`src/rtl/regfile_id_ex_if.sv`:
```
// ---------------------------------------------------------------------------
// regfile_id_ex_if
// Bundles the decode-side inputs, the write-back port and the latched EX
// register outputs of regfile_id_ex.
//   master : decoder / write-back / EX consumer side (drives id_*, wb_*,
//            stall, flush; observes ex_*)
//   slave  : regfile_id_ex side (observes id_*, wb_*, stall, flush;
//            drives ex_*)
// ---------------------------------------------------------------------------
interface regfile_id_ex_if #(
    parameter int XLEN = 32
);
    // decode side
    logic            id_valid;
    logic [4:0]      rd;
    logic [4:0]      rs1;
    logic [4:0]      rs2;
    logic [11:0]     imm;
    logic            stall;
    logic            flush;
    // write-back port
    logic            wb_en;
    logic [4:0]      wb_rd;
    logic [XLEN-1:0] wb_data;
    // EX register
    logic            ex_valid;
    logic [4:0]      ex_rd;
    logic [4:0]      ex_rs1;
    logic [4:0]      ex_rs2;
    logic [XLEN-1:0] ex_rs1_data;
    logic [XLEN-1:0] ex_rs2_data;
    logic [XLEN-1:0] ex_imm;

    modport master (
        output id_valid, rd, rs1, rs2, imm, stall, flush,
        output wb_en, wb_rd, wb_data,
        input  ex_valid, ex_rd, ex_rs1, ex_rs2, ex_rs1_data, ex_rs2_data, ex_imm
    );

    modport slave (
        input  id_valid, rd, rs1, rs2, imm, stall, flush,
        input  wb_en, wb_rd, wb_data,
        output ex_valid, ex_rd, ex_rs1, ex_rs2, ex_rs1_data, ex_rs2_data, ex_imm
    );
endinterface

```
`src/rtl/regfile_id_ex.sv`:
```
// ---------------------------------------------------------------------------
// regfile_id_ex
// Integer register file with a write-first bypass, followed by the ID/EX
// pipeline register.
//   clk   : single clock, all state changes on the rising edge
//   reset : synchronous, active-low; clears the register file and EX register
//   bus   : regfile_id_ex_if.slave
//           id_valid/rd/rs1/rs2/imm : decoded instruction fields
//           stall/flush             : EX register hold / bubble insert
//           wb_en/wb_rd/wb_data     : write-back port (x0 is never written)
//           ex_*                    : latched instruction, operands, immediate
// ---------------------------------------------------------------------------
module regfile_id_ex #(
    parameter int XLEN = 32,
    parameter int NREG = 32
) (
    input logic                clk,
    input logic                reset,
    regfile_id_ex_if.slave     bus
);

    logic [XLEN-1:0] rf [NREG];

    logic [XLEN-1:0] rs1_data_p0;
    logic [XLEN-1:0] rs2_data_p0;
    logic [XLEN-1:0] imm_p0;

    logic            vld_p1;
    logic [4:0]      rd_p1;
    logic [4:0]      rs1_p1;
    logic [4:0]      rs2_p1;
    logic [XLEN-1:0] rs1_data_p1;
    logic [XLEN-1:0] rs2_data_p1;
    logic [XLEN-1:0] imm_p1;

    // A write-back that targets a live (non-zero) register index.
    function automatic logic wb_hit(input logic [4:0] idx);
        return bus.wb_en && (bus.wb_rd == idx) && (idx != 5'd0);
    endfunction

    // Register read with write-first bypass; x0 is hard-wired to zero.
    function automatic logic [XLEN-1:0] read_reg(input logic [4:0] idx);
        if (idx == 5'd0)
            return '0;
        else if (wb_hit(idx))
            return bus.wb_data;
        else
            return rf[idx];
    endfunction

    function automatic logic [XLEN-1:0] sext_imm(input logic signed [11:0] v);
        return {{(XLEN-12){v[11]}}, v};
    endfunction

    // ---- stage p0: decode-side operand read ----
    always_comb begin
        rs1_data_p0 = read_reg(bus.rs1);
        rs2_data_p0 = read_reg(bus.rs2);
        imm_p0      = sext_imm(bus.imm);
    end

    always_ff @(posedge clk) begin
        if (!reset) begin
            for (int i = 0; i < NREG; i++)
                rf[i] <= '0;
        end else if (bus.wb_en && (bus.wb_rd != 5'd0)) begin
            rf[bus.wb_rd] <= bus.wb_data;
        end
    end

    // ---- stage p1: EX register ----
    always_ff @(posedge clk) begin
        if (!reset) begin
            vld_p1      <= 1'b0;
            rd_p1       <= '0;
            rs1_p1      <= '0;
            rs2_p1      <= '0;
            rs1_data_p1 <= '0;
            rs2_data_p1 <= '0;
            imm_p1      <= '0;
        end else if (bus.flush) begin
            vld_p1      <= 1'b0;
            rd_p1       <= '0;
            rs1_p1      <= '0;
            rs2_p1      <= '0;
            rs1_data_p1 <= '0;
            rs2_data_p1 <= '0;
            imm_p1      <= '0;
        end else if (bus.stall) begin
            // Held operands track write-backs so they never go stale.
            if (wb_hit(rs1_p1))
                rs1_data_p1 <= bus.wb_data;
            if (wb_hit(rs2_p1))
                rs2_data_p1 <= bus.wb_data;
        end else begin
            vld_p1      <= bus.id_valid;
            rd_p1       <= bus.rd;
            rs1_p1      <= bus.rs1;
            rs2_p1      <= bus.rs2;
            rs1_data_p1 <= rs1_data_p0;
            rs2_data_p1 <= rs2_data_p0;
            imm_p1      <= imm_p0;
        end
    end

    assign bus.ex_valid    = vld_p1;
    assign bus.ex_rd       = rd_p1;
    assign bus.ex_rs1      = rs1_p1;
    assign bus.ex_rs2      = rs2_p1;
    assign bus.ex_rs1_data = rs1_data_p1;
    assign bus.ex_rs2_data = rs2_data_p1;
    assign bus.ex_imm      = imm_p1;

endmodule

```
`src/flat_wrapper.sv`:
```
// flat-port wrapper written by rule: the top's interface ports become plain ports
module regfile_id_ex_flat 
#(
    parameter int XLEN = 32,
    parameter int NREG = 32
)
  (clk, reset, bus_id_valid, bus_rd, bus_rs1, bus_rs2, bus_imm, bus_stall, bus_flush, bus_wb_en, bus_wb_rd, bus_wb_data, bus_ex_valid, bus_ex_rd, bus_ex_rs1, bus_ex_rs2, bus_ex_rs1_data, bus_ex_rs2_data, bus_ex_imm);
  regfile_id_ex_if #(.XLEN(XLEN)) bus_i ();
  input logic clk;
  input logic reset;
  input wire logic [$bits(bus_i.id_valid)-1:0] bus_id_valid;
  input wire logic [$bits(bus_i.rd)-1:0] bus_rd;
  input wire logic [$bits(bus_i.rs1)-1:0] bus_rs1;
  input wire logic [$bits(bus_i.rs2)-1:0] bus_rs2;
  input wire logic [$bits(bus_i.imm)-1:0] bus_imm;
  input wire logic [$bits(bus_i.stall)-1:0] bus_stall;
  input wire logic [$bits(bus_i.flush)-1:0] bus_flush;
  input wire logic [$bits(bus_i.wb_en)-1:0] bus_wb_en;
  input wire logic [$bits(bus_i.wb_rd)-1:0] bus_wb_rd;
  input wire logic [$bits(bus_i.wb_data)-1:0] bus_wb_data;
  output wire logic [$bits(bus_i.ex_valid)-1:0] bus_ex_valid;
  output wire logic [$bits(bus_i.ex_rd)-1:0] bus_ex_rd;
  output wire logic [$bits(bus_i.ex_rs1)-1:0] bus_ex_rs1;
  output wire logic [$bits(bus_i.ex_rs2)-1:0] bus_ex_rs2;
  output wire logic [$bits(bus_i.ex_rs1_data)-1:0] bus_ex_rs1_data;
  output wire logic [$bits(bus_i.ex_rs2_data)-1:0] bus_ex_rs2_data;
  output wire logic [$bits(bus_i.ex_imm)-1:0] bus_ex_imm;
  assign bus_i.id_valid = bus_id_valid;
  assign bus_i.rd = bus_rd;
  assign bus_i.rs1 = bus_rs1;
  assign bus_i.rs2 = bus_rs2;
  assign bus_i.imm = bus_imm;
  assign bus_i.stall = bus_stall;
  assign bus_i.flush = bus_flush;
  assign bus_i.wb_en = bus_wb_en;
  assign bus_i.wb_rd = bus_wb_rd;
  assign bus_i.wb_data = bus_wb_data;
  assign bus_ex_valid = bus_i.ex_valid;
  assign bus_ex_rd = bus_i.ex_rd;
  assign bus_ex_rs1 = bus_i.ex_rs1;
  assign bus_ex_rs2 = bus_i.ex_rs2;
  assign bus_ex_rs1_data = bus_i.ex_rs1_data;
  assign bus_ex_rs2_data = bus_i.ex_rs2_data;
  assign bus_ex_imm = bus_i.ex_imm;
  regfile_id_ex #(.XLEN(XLEN), .NREG(NREG)) u_core (.clk(clk), .reset(reset), .bus(bus_i));
endmodule
```
`config.mk`:
```
export PLATFORM = sky130hd
export DESIGN_NAME = regfile_id_ex_flat
export DESIGN_NICKNAME = d
export VERILOG_FILES = /design/src/rtl/regfile_id_ex_if.sv /design/src/rtl/regfile_id_ex.sv /design/src/flat_wrapper.sv
export SDC_FILE = /design/constraint.sdc
export NUM_CORES = 2
export LEC_CHECK = 0
export ABC_AREA = 1
export CELL_PAD_IN_SITES_DETAIL_PLACEMENT = 1
export CELL_PAD_IN_SITES_GLOBAL_PLACEMENT = 1
export CORE_ASPECT_RATIO = 1.75
export CORE_MARGIN = 2
export CORE_UTILIZATION = 50
export DETAILED_ROUTE_END_ITERATION = 10
export PLACE_DENSITY_LB_ADDON = 0.1
export SETUP_SLACK_MARGIN = 0.5
export SLEW_MARGIN = 10
export SYNTH_ARGS = -nofsm -noshare
export SYNTH_HDL_FRONTEND = slang
export SYNTH_SLANG_ARGS = --single-unit
```
`constraint.sdc`:
```
create_clock -name clk -period 5.6 [get_ports clk]
set_input_delay 1.12 -clock clk [delete_from_list [all_inputs] [get_ports clk]]
set_output_delay 1.12 -clock clk [all_outputs]
set_load 0.02 [all_outputs]
```
Yosys cells after proc, flatten, opt, wreduce, memory -nomap -nowiden. Memory sizes are Yosys's and may differ from the RTL's. Index checks and enable logic that the tools add are counted.

Bits of input ports: 70. Register bits: 92. Bits in read-only memories: 0. RAM bits: 1024. Word-level logic and storage cells: 48. Memories kept: 1. Output and inout bits: 112. Latch bits: 0.

Bitwise logic cells: 1. $lt $le $gt $ge: 0. Reductions and logical operators: 18. Shifts and indexed selects: 0. Add/sub/neg operators: 0. Mux-type cells: 15. Multiply operators: 0. Divide/modulo/power cells: 0. Equal/unequal tests: 6.

Memory list: u_core.rf (depth 32, width 32, read ports 2, clocked after Yosys merged registers in 0, wr ports 32, RTL line regfile_id_ex.sv:22) `logic [XLEN-1:0] rf [NREG];`.

Operators with widths (number): $mux W32 (9); $reduce_or A32 Y1 (1); $reduce_bool A5 Y1 (5); $eq A5 B5 Y1 (4); $logic_not A5 Y1 (2); $logic_and A1 B1 Y1 (9); $mux W1 (5); $mux W5 (1); $ne A2 B1 Y1 const B (2); $reduce_or A2 Y1 (1); $not A1 Y1 (1).

Logic depth before layout (Yosys ltp).
Depth after elaboration: 7. Mapped depth: 12. Depth with buffers taken out: 10.

Worst setup path after synthesis. OpenSTA, ideal clock, no wires.

Path kind: input to register. Start point: input port bus_wb_rd[3]. End point: memory u_core.rf[25][0] (enable). Stages on the path: 6. Slack: 2389 ps. Library setup time: 389 ps. Arrival: 2821 ps. Data required time: 5211 ps. Path buffers: 2. Cell sequence: buf_2 inv_1 nor3_1 nand2_1 clkbuf_1 nand2_1.

RTL lines: start: declaration (RTL line flat_wrapper.sv:19) `input wire logic [$bits(bus_i.wb_rd)-1:0] bus_wb_rd;`; end: declaration (RTL line regfile_id_ex.sv:22).

==> reports/metrics.yaml <==
wl_per_cell_um: 26.9
grt_usage_pct: 42.2
syn_to_final_growth_pct: 9.51
htreeDepth: 3
ir_drop_mv: 0.321
fin_tns_setup_ns: 0
finalClockSkew_ns: 0.0430
p_comb_share_pct: 15.7
internal-power_uw: 14700
fillers: 16500
multiInputGateArea_um2: 25500
pwr-share-clk_pct: 37.9
hold_path.startpoint: "u_core.bus.ex_imm[5]$_SDFFE_PP0N_"
hold_viol: 0
cts-root-buf: "clkbuf_16"
p_sw_uw: 6230
p_seq_share_pct: 46.4
design.core.area_um2: 130000
reg2reg_from: "u_core.bus.ex_rs1[0]$_SDFFE_PP0N_"
setup.worst_path.class: "in2reg"
io_buffers: 181
vias: 64100
hpwlAfterDp_um: 179000
seq_area_um2: 32600
drc: 0
rows: 175
slew_violations: 0
ios: 182
wl_um: 286000
worst_pin_slew_ns: 1.29
arrival_ns: 4.40
power_density_nw_per_um2: 294
path_clk_slew_ns: 0.06
grt_max_degree: 129
clock-sinks: 1116
status: "finished, final reports clean"
worstPathRequired_ns: 5.96
cts_max_path_buffers: 3
min_period_ns: 4.03
synth.distinct_cells: 32
synthesis.area_um2: 65100
ys_warn_count: 0
cts_setup_buffers: 0
synthCells: 9056
crit_fanout: 33
rsz0062_at_grt: "no"
numCtsBuffers: 108
fmax_mhz: 248
drv_cap: 0
layout-drive-gt1-share_pct: 4.86
ctsResizeCount: 0
die_h_um: 481
viasPerCell: 6.03
yosysSeqAreaShare_pct: 50.0
cp-start-kind: "primary input"
end_kind: "flip-flop"
synth_area_per_cell_um2: 7.19
grt_pass1_wl_um: 419000
overflow: 0
drt-initial-drc-count: 6847
ant_nets: 0
dieWidth_um: 277
dr.pass1.iters: 6
hold_buffers: 0
grt_pass1_vias: 66600
cts_tree: "yes"
initial_core_util_pct: 50.3
switching_share_pct: 29.7
setup_violations: 0
min_path_type: "reg2reg"
final_nets: 8916
routabilityCongestion: 0.948
finalCritPeriodShare_pct: 72.0
startpoint: "bus_wb_rd[3]"
synth-seq-cells: 1116
slew_headroom_pct: 13.2
post-route-util_pct: 55.0
antenna_found_initial: 12
dieArea_um2: 133000
insertion_delay_ns: 0.78
leakage_uw: 0.0333
power by group through the flow:
stage,logic [uW],clock network [uW],registers (uW)
finish,3300,7940,9720
global route,3510,8220,9750
CTS,3180,7960,9710
detailed placement,3150,0,9890
global placement,3060,0,9870
floorplan,1890,0,9840
area by class of cell:
| class | instances | area share (%) |
|---|---|---|
| Antenna cell | 5 | 0.0175 |
| Clock buffer | 127 | 4.08 |
| Clock inverter | 76 | 1.12 |
| Inverter | 1085 | 5.75 |
| Multi-Input combinational cell | 6196 | 35.7 |
| Sequential cell | 1116 | 45.7 |
| Tap cell | 1681 | 2.95 |
| Timing Repair Buffer | 339 | 4.68 |
sequential cells by signal, summed over array words and instances, names as in the netlist:
signal / flops
u_core.bus.ex_valid: 1
u_core.bus.ex_rs1: 5
u_core.bus.ex_rd: 5
u_core.bus.ex_imm: 12
u_core.bus.ex_rs2_data: 32
u_core.rf: 1024
u_core.bus.ex_rs1_data: 32
u_core.bus.ex_rs2: 5
cell usage in the layout, fill, tap and decap left out, types with 15 or more instances in the layout:
| master | instances |
|---|---|
| clkinv_1 | 19 |
| inv_2 | 23 |
| nand2_2 | 18 |
| bufinv_16 | 15 |
| dfxtp_1 | 92 |
| o21ai_1 | 30 |
| a21oi_1 | 97 |
| o21ai_0 | 142 |
| a21oi_2 | 30 |
| conb_1 | 32 |
| nor2_1 | 1575 |
| clkdlybuf4s50_1 | 169 |
| edfxtp_1 | 1024 |
| buf_4 | 134 |
| nand2_1 | 3014 |
| inv_1 | 1056 |
| buf_12 | 28 |
| clkbuf_16 | 111 |
| nand3_1 | 1218 |
| clkinv_2 | 24 |
Yosys cell counts:
cell         n  area (um2)
buf_6       13         146
inv_1     1073        4030
dfxtp_1     92        1840
buf_4       32         240
o21ai_0    142         711
nand2_2      1        6.26
a21oi_4      2        32.5
buf_1       32         120
xor2_1       3        26.3
nor2_1    1577        5920
or2_1        1        6.26
o22ai_1      3        18.8
o211ai_1     3        22.5
a21oi_2     30         263
nand3b_1     1        7.51
nor3_2       3        30.0
buf_2      302        1510
a21oi_1     97         485
nand2_1   3031       11400
o21ai_1     30         150
conb_1       1        3.75
nor3_1       9        45.0
or2_2        1        6.26
inv_2       10        37.5
nand3_1   1218        6100
clkinv_1     2        7.51
nor2_2       3        18.8
clkbuf_1   311        1170
nor2_4       1        11.3
xnor2_1      2        17.5
nand4_1      6        37.5
edfxtp_1  1024       30700
worst max-delay path: stages:
cell and delay, ns:
clkdlybuf4s50_1 0.76, inv_1 0.19, nor3_1 1.05, nand2_1 0.15
buf_4 0.32, nand2_2 0.75
through the flow:
stage,std cells,setup WS [ns],total power (uW),cell area (um2),hold WS (ns)
3_5_place_dp,10400,1.01,13000,67600,0.460
3_3_place_gp,10400,0.966,12900,67600,0.452
4_1_cts,10600,1.77,20900,71300,0.471
6_report,10600,1.57,21000,71300,0.471
2_1_floorplan,9087,2.39,11700,65300,0.545
5_1_grt,10600,1.56,21500,71300,0.496
per-layer routing:
layer / global-route usage [%] / vias to the layer above / routed length [um] / part of all wire [%]
li1: - / 27700 / - / -
met1: 48.1 / 31500 / 100000 / 35
met2: 69.5 / 3637 / 134000 / 47
met3: 9.84 / 1207 / 28000 / 9.8
met4: 31.3 / 10 / 23700 / 8.3
met5: 0 / - / 75 / 0.026
logic make-up after synthesis:
kind of cell	share of synthesized area [%]
other	0.00576
flip-flops	50.0
AO/OA/AOI/OAI	2.58
AND/OR/NAND/NOR	36.2
buffers and inverters	11.1
XOR/XNOR	0.0672
final timing paths:
path	end	slack, ns	cells past startpoint
worst max-delay path	u_core.rf[27][0]$_SDFFCE_PN0P_	1.57	6
worst min-delay path	u_core.bus.ex_imm[5]$_SDFFE_PP0N_	0.47	2
worst max register to register	u_core.bus.ex_rs1_data[2]$_SDFFE_PP0P_	3.42	8
worst min register to register	u_core.bus.ex_imm[5]$_SDFFE_PP0N_	0.47	2
Note: power is estimated with default switching activity, not from simulation.
